`config.mk`:
```
export PLATFORM = sky130hd
export DESIGN_NAME = serial_comparator_lr
export DESIGN_NICKNAME = d
export VERILOG_FILES = /design/src/rtl/serial_comparator_lr_pkg.sv /design/src/rtl/serial_comparator_lr_comparison_cell.sv /design/src/rtl/serial_comparator_lr.sv
export SDC_FILE = /design/constraint.sdc
export NUM_CORES = 1
export LEC_CHECK = 0
export CAP_MARGIN = 40
export CORE_MARGIN = 3
export CORE_UTILIZATION = 25
export CTS_CLUSTER_DIAMETER = 120
export CTS_CLUSTER_SIZE = 20
export DETAILED_ROUTE_END_ITERATION = 10
export GPL_TIMING_DRIVEN = 0
export HOLD_SLACK_MARGIN = 0.15
export SETUP_SLACK_MARGIN = 0.2
export SYNTH_ARGS = -nofsm -noshare
export SYNTH_HDL_FRONTEND = slang
export SYNTH_SLANG_ARGS = --single-unit
```
`constraint.sdc`:
```
create_clock -name clk -period 2.4 [get_ports clk]
set_input_delay 0.48 -clock clk [delete_from_list [all_inputs] [get_ports clk]]
set_output_delay 0.48 -clock clk [all_outputs]
set_load 0.05 [all_outputs]
```
`src/rtl/serial_comparator_lr_pkg.sv`:
```
// Shared encodings for the MSB-first serial magnitude comparator:
// P/Q state-pair codes, FSM states and the bit-index counter width.
package serial_comparator_lr_pkg;

    localparam logic [1:0] PQ_EQ = 2'b00;
    localparam logic [1:0] PQ_GT = 2'b10;
    localparam logic [1:0] PQ_LT = 2'b01;

    typedef enum logic [1:0] {
        ST_IDLE = 2'b00,
        ST_SCAN = 2'b01,
        ST_DONE = 2'b10
    } state_t;

    // A 1-bit operand still needs a 1-bit index register.
    function automatic int cnt_width(input int width);
        return (width > 1) ? $clog2(width) : 1;
    endfunction

endpackage

```
`src/rtl/serial_comparator_lr_comparison_cell.sv`:
```
// One stage of the left-to-right iterative comparator: folds one bit pair
// into the running P/Q state, with the sign bit's sense inverted when signed.
module comparison_cell
    import serial_comparator_lr_pkg::*;
(
    input  logic [1:0] pq_in,
    input  logic       a_bit,
    input  logic       b_bit,
    input  logic       is_msb,
    input  logic       signed_mode,
    output logic [1:0] pq_out
);

    // NOTE: pq_out gets a default before any branch so no path leaves it
    // unassigned; otherwise synthesis infers a latch.
    always_comb begin
        pq_out = pq_in;
        if (pq_in == PQ_EQ && a_bit != b_bit) begin
            if (is_msb && signed_mode)
                pq_out = a_bit ? PQ_LT : PQ_GT;
            else
                pq_out = a_bit ? PQ_GT : PQ_LT;
        end
    end

endmodule

```
`src/rtl/serial_comparator_lr.sv`:
```
// Sequential MSB-first magnitude comparator with optional two's-complement
// mode, early exit on the first differing bit and a start/busy/done handshake.
module serial_comparator_lr
    import serial_comparator_lr_pkg::*;
#(
    parameter int WIDTH     = 8,
    parameter bit SIGNED_EN = 1'b1
) (
    input  logic             clk,
    input  logic             rst_n,
    input  logic             start,
    input  logic             signed_mode,
    input  logic [WIDTH-1:0] a,
    input  logic [WIDTH-1:0] b,
    output logic             busy,
    output logic             done,
    output logic             p,
    output logic             q,
    output logic             a_gt_b,
    output logic             a_lt_b,
    output logic             a_eq_b
);

    localparam int            CW      = cnt_width(WIDTH);
    localparam logic [CW-1:0] IDX_MSB = CW'(WIDTH - 1);

    state_t           state;
    logic [WIDTH-1:0] a_reg;
    logic [WIDTH-1:0] b_reg;
    logic             sgn_reg;
    logic [CW-1:0]    idx;
    logic [1:0]       pq;
    logic [1:0]       pq_next;
    logic             mode_sel;

    assign mode_sel = SIGNED_EN ? signed_mode : 1'b0;
    assign p        = pq[1];
    assign q        = pq[0];

    comparison_cell u_cell (
        .pq_in       (pq),
        .a_bit       (a_reg[idx]),
        .b_bit       (b_reg[idx]),
        .is_msb      (idx == IDX_MSB),
        .signed_mode (sgn_reg),
        .pq_out      (pq_next)
    );

    // NOTE: all state here is updated with non-blocking assignments so every
    // register samples pre-edge values regardless of statement order.
    always_ff @(posedge clk or negedge rst_n) begin
        if (!rst_n) begin
            state   <= ST_IDLE;
            a_reg   <= '0;
            b_reg   <= '0;
            sgn_reg <= 1'b0;
            idx     <= '0;
            pq      <= PQ_EQ;
            busy    <= 1'b0;
            done    <= 1'b0;
            a_gt_b  <= 1'b0;
            a_lt_b  <= 1'b0;
            a_eq_b  <= 1'b0;
        end else begin
            case (state)
                ST_IDLE, ST_DONE: begin
                    done <= 1'b0;
                    if (start) begin
                        a_reg   <= a;
                        b_reg   <= b;
                        sgn_reg <= mode_sel;
                        idx     <= IDX_MSB;
                        pq      <= PQ_EQ;
                        busy    <= 1'b1;
                        a_gt_b  <= 1'b0;
                        a_lt_b  <= 1'b0;
                        a_eq_b  <= 1'b0;
                        state   <= ST_SCAN;
                    end else begin
                        state   <= ST_IDLE;
                    end
                end

                ST_SCAN: begin
                    pq <= pq_next;
                    // Stop at the first decision or once the LSB has been seen.
                    if (pq_next != PQ_EQ || idx == '0) begin
                        busy   <= 1'b0;
                        done   <= 1'b1;
                        a_gt_b <= (pq_next == PQ_GT);
                        a_lt_b <= (pq_next == PQ_LT);
                        a_eq_b <= (pq_next == PQ_EQ);
                        state  <= ST_DONE;
                    end else begin
                        idx    <= idx - 1'b1;
                    end
                end

                default: begin
                    busy  <= 1'b0;
                    done  <= 1'b0;
                    state <= ST_IDLE;
                end
            endcase
        end
    end

    illegal_pq: assert property (@(posedge clk) disable iff (!rst_n) pq != 2'b11);

endmodule

```
==> results.tsv <==
metric	value	unit
TritonCTS clock tree	done	
Post-Synth Simple-Gate Area	24.8	%
area of the core	0.00524	mm2
type of the tightest min-delay check	reg2reg	
register area share after synthesis	50.4	%
Root Driver	clkbuf_8	
Worst Max-Slew Pin Slew	0.636	ns
max-slew violation count	0	
Crit Path Max Fanout	6	
crit start category	flip-flop	
register share of total power	31.8	%
final net count	196	
Synth area leaders	dfrtp_1 50%, nand2_1 15%, mux4_2 6.5%, ha_1 2.7%, nor3_1 2.5%	
pin count of the biggest net entering global routing	18	
Post-synth ARST share	100	%
via/cell ratio	4.41	
net switching power	0.00110	W
starting density of the core	26.6	%
RD Place Congestion	0.740	
clk_lat worst skew	0.28	ns
Die ar.	0.00650	mm2
crit path DAT	1.59	ns
Synth Warn #	0	
top-level I/O count	27	
Sw Share	42.8	%
hold path start	b_reg[2]	
clock share of power	14.8	%
syn nets	164	
largest area contributor in the netlist	dfrtp_1	
row count	26	
Synth Instances	141	
Final Skew	0.00749	ns
# Post-CTS Setup Buffers	0	
Worst Path Required	1.92	ns
Yosys reg bits	28	
number of diodes	0	
Synth Cell Area	0.00139	mm2
Largest stage delay, worst path	0.84	ns
die height	80.6	um
Worst IR Drop VDD	0.000479	V
Post-Synth Adder-Cell Area	2.70	%
setup TNS	0	ns
Post-DP Area	0.00175	mm2
combinational share of power	53.4	%
Max-Cap Viols	0	
complex-gate fraction of the synthesized area	6.56	%
TritonCTS buffer count	3	
clock buffer depth	2	
initial DRC count	72	
status	completed	
Crit Path Class	reg2out	
WL final	3070	um
Setup crit end kind	output pin	
XOR/XNOR share of the synthesized area	1.98	%
largest family of logic cells by synthesized area	simple AND/OR/NAND/NOR gates	
slowest library cell on the worst path	clkdlybuf4s50_1	
detailed placement HPWL	2240	um
DRC violations left	0	
crit path from	pq[0]	
Port-buffer cells	26	
most frequent cell after synthesis	nand2_1	
first-pass GRT wire length	5290	um
DRT antenna net count	0	
DR WL/cell	12.7	um
Total Power	0.00256	W
CTS sink count	28	
multiplexer share of the synthesized area	10.3	%
WHS	0.477	ns
via count	1067	
RR Startpoint	idx[0]	
Setup Viol. Count Final	0	
min Tclk post-route	2.07	ns
Power Density	1390	mW/mm2
P&R area growth vs syn	32.2	%
Fin. Hold Viols	0	
number of different library cells in the post-synthesis netlist	28	
crit share post-route	86.2	%
LEAKAGE	0.840	nW
share of the synthesized area in the top cell type	50.4	%
Tot GR Track Use	10.8	%
antenna violations before repair	0	
CP cell instances	clkdlybuf4s50_1	
RSZ-0062 raised after global routing	no	
first-pass iteration count of the detailed router	4	
Post-synth EDFFs	0	
synth cell count leaders	54 x nand2_1, 28 x dfrtp_1, 7 x nor3_1	
H-tree level count	1	
post-layout util	35.1	%
Top FF cell, synth	dfrtp_1	
vias in the first global route	1104	
fill count	545	
CP top delay family	buffers and inverters	
Max Freq	483	MHz
CP Buf/Inv Count	1	
Max-slew headroom	57.3	%
die width	80.6	um
design area	0.00184	mm2
synthesized area per cell	9.87	um2
global route total overflow	0	
internal power	0.00147	W
clock transition at the registers of the reported paths	0.09	ns
layout cells sized above 1	11.6	%
==> per-layer routing <==
metal  track usage, %  part of all wire [%]
met1             14.8                    49
met4             4.56                   1.9
met3             2.35                   4.0
met2             16.5                    45
met5                0                     0
==> cell families after synthesis <==
family / count (synthesis)
compound gates: 13
xor+xnor: 1
fa+ha+maj: 3
buf+inv: 10
flops: 28
mux: 8
simple gates: 78
==> stage by stage <==
step | instances | setup slack (ns)
floorplan | 141 | 0.508
CTS | 242 | 0.286
global route | 242 | 0.206
finish | 242 | 0.331
detailed placement | 238 | 0.192
global placement | 237 | 0.285
==> power by group through the flow <==
| stage | logic, W | clock network, W | registers, W |
|---|---|---|---|
| after CTS | 0.00134 | 0.000387 | 0.000815 |
| after global placement | 0.00131 | 0 | 0.000818 |
| final | 0.00137 | 0.000380 | 0.000816 |
| after global routing | 0.00152 | 0.000404 | 0.000846 |
| after detailed placement | 0.00133 | 0 | 0.000826 |
| after floorplan | 0.000891 | 0 | 0.000928 |
==> final cells by class <==
cell class / instances / area, um2 / share of cell area (%)
tap: 70 / 87.6 / 4.76
buffer: 6 / 31.3 / 1.70
multi-input combinational: 103 / 658 / 35.8
clock buffer: 3 / 41.3 / 2.24
sequential: 28 / 701 / 38.1
clock inverter: 1 / 30.0 / 1.63
timing repair buffer: 27 / 275 / 15.0
inverter: 4 / 15.0 / 0.816
==> cell usage in the layout, fill, tap and decap left out <==
cell / instances
a311oi_1: 1
clkbuf_2: 1
and2b_1: 1
clkbuf_8: 3
buf_6: 1
o32ai_1: 2
nor2_1: 5
buf_8: 1
clkdlybuf4s50_1: 26
dfrtp_1: 28
mux4_2: 4
nor3_2: 1
bufinv_16: 1
clkbuf_1: 4
and3_2: 2
o211ai_1: 2
nand3_4: 1
a31o_1: 1
nor2b_1: 2
nand2b_1: 3
xor2_4: 1
a21oi_4: 1
ha_1: 3
mux2i_1: 2
inv_2: 1
inv_1: 3
a21oi_1: 5
nand2_1: 54
and3_1: 2
o21bai_1: 1
nor3_1: 6
nand3_1: 1
mux2_2: 1
mux2i_4: 1
==> final timing paths <==
| path | endpoint | slack (ns) | depth (start not counted) |
|---|---|---|---|
| max | q | 0.33 | 1 |
| min | b_reg[2] | 0.48 | 2 |
| max reg2reg | a_gt_b | 0.34 | 6 |
| min reg2reg | b_reg[2] | 0.48 | 2 |
| max in group asynchronous | a_eq_b | 1.34 | 2 |
| min in group asynchronous | busy | 0.56 | 1 |
==> repair_timing <==
action	in CTS	in global routing
resized for setup	1	2
endpoints found under the setup margin	1	1
hold endpoints to repair	0	0
hold buffers	0	0
Note: power is estimated with default switching activity, not from simulation.
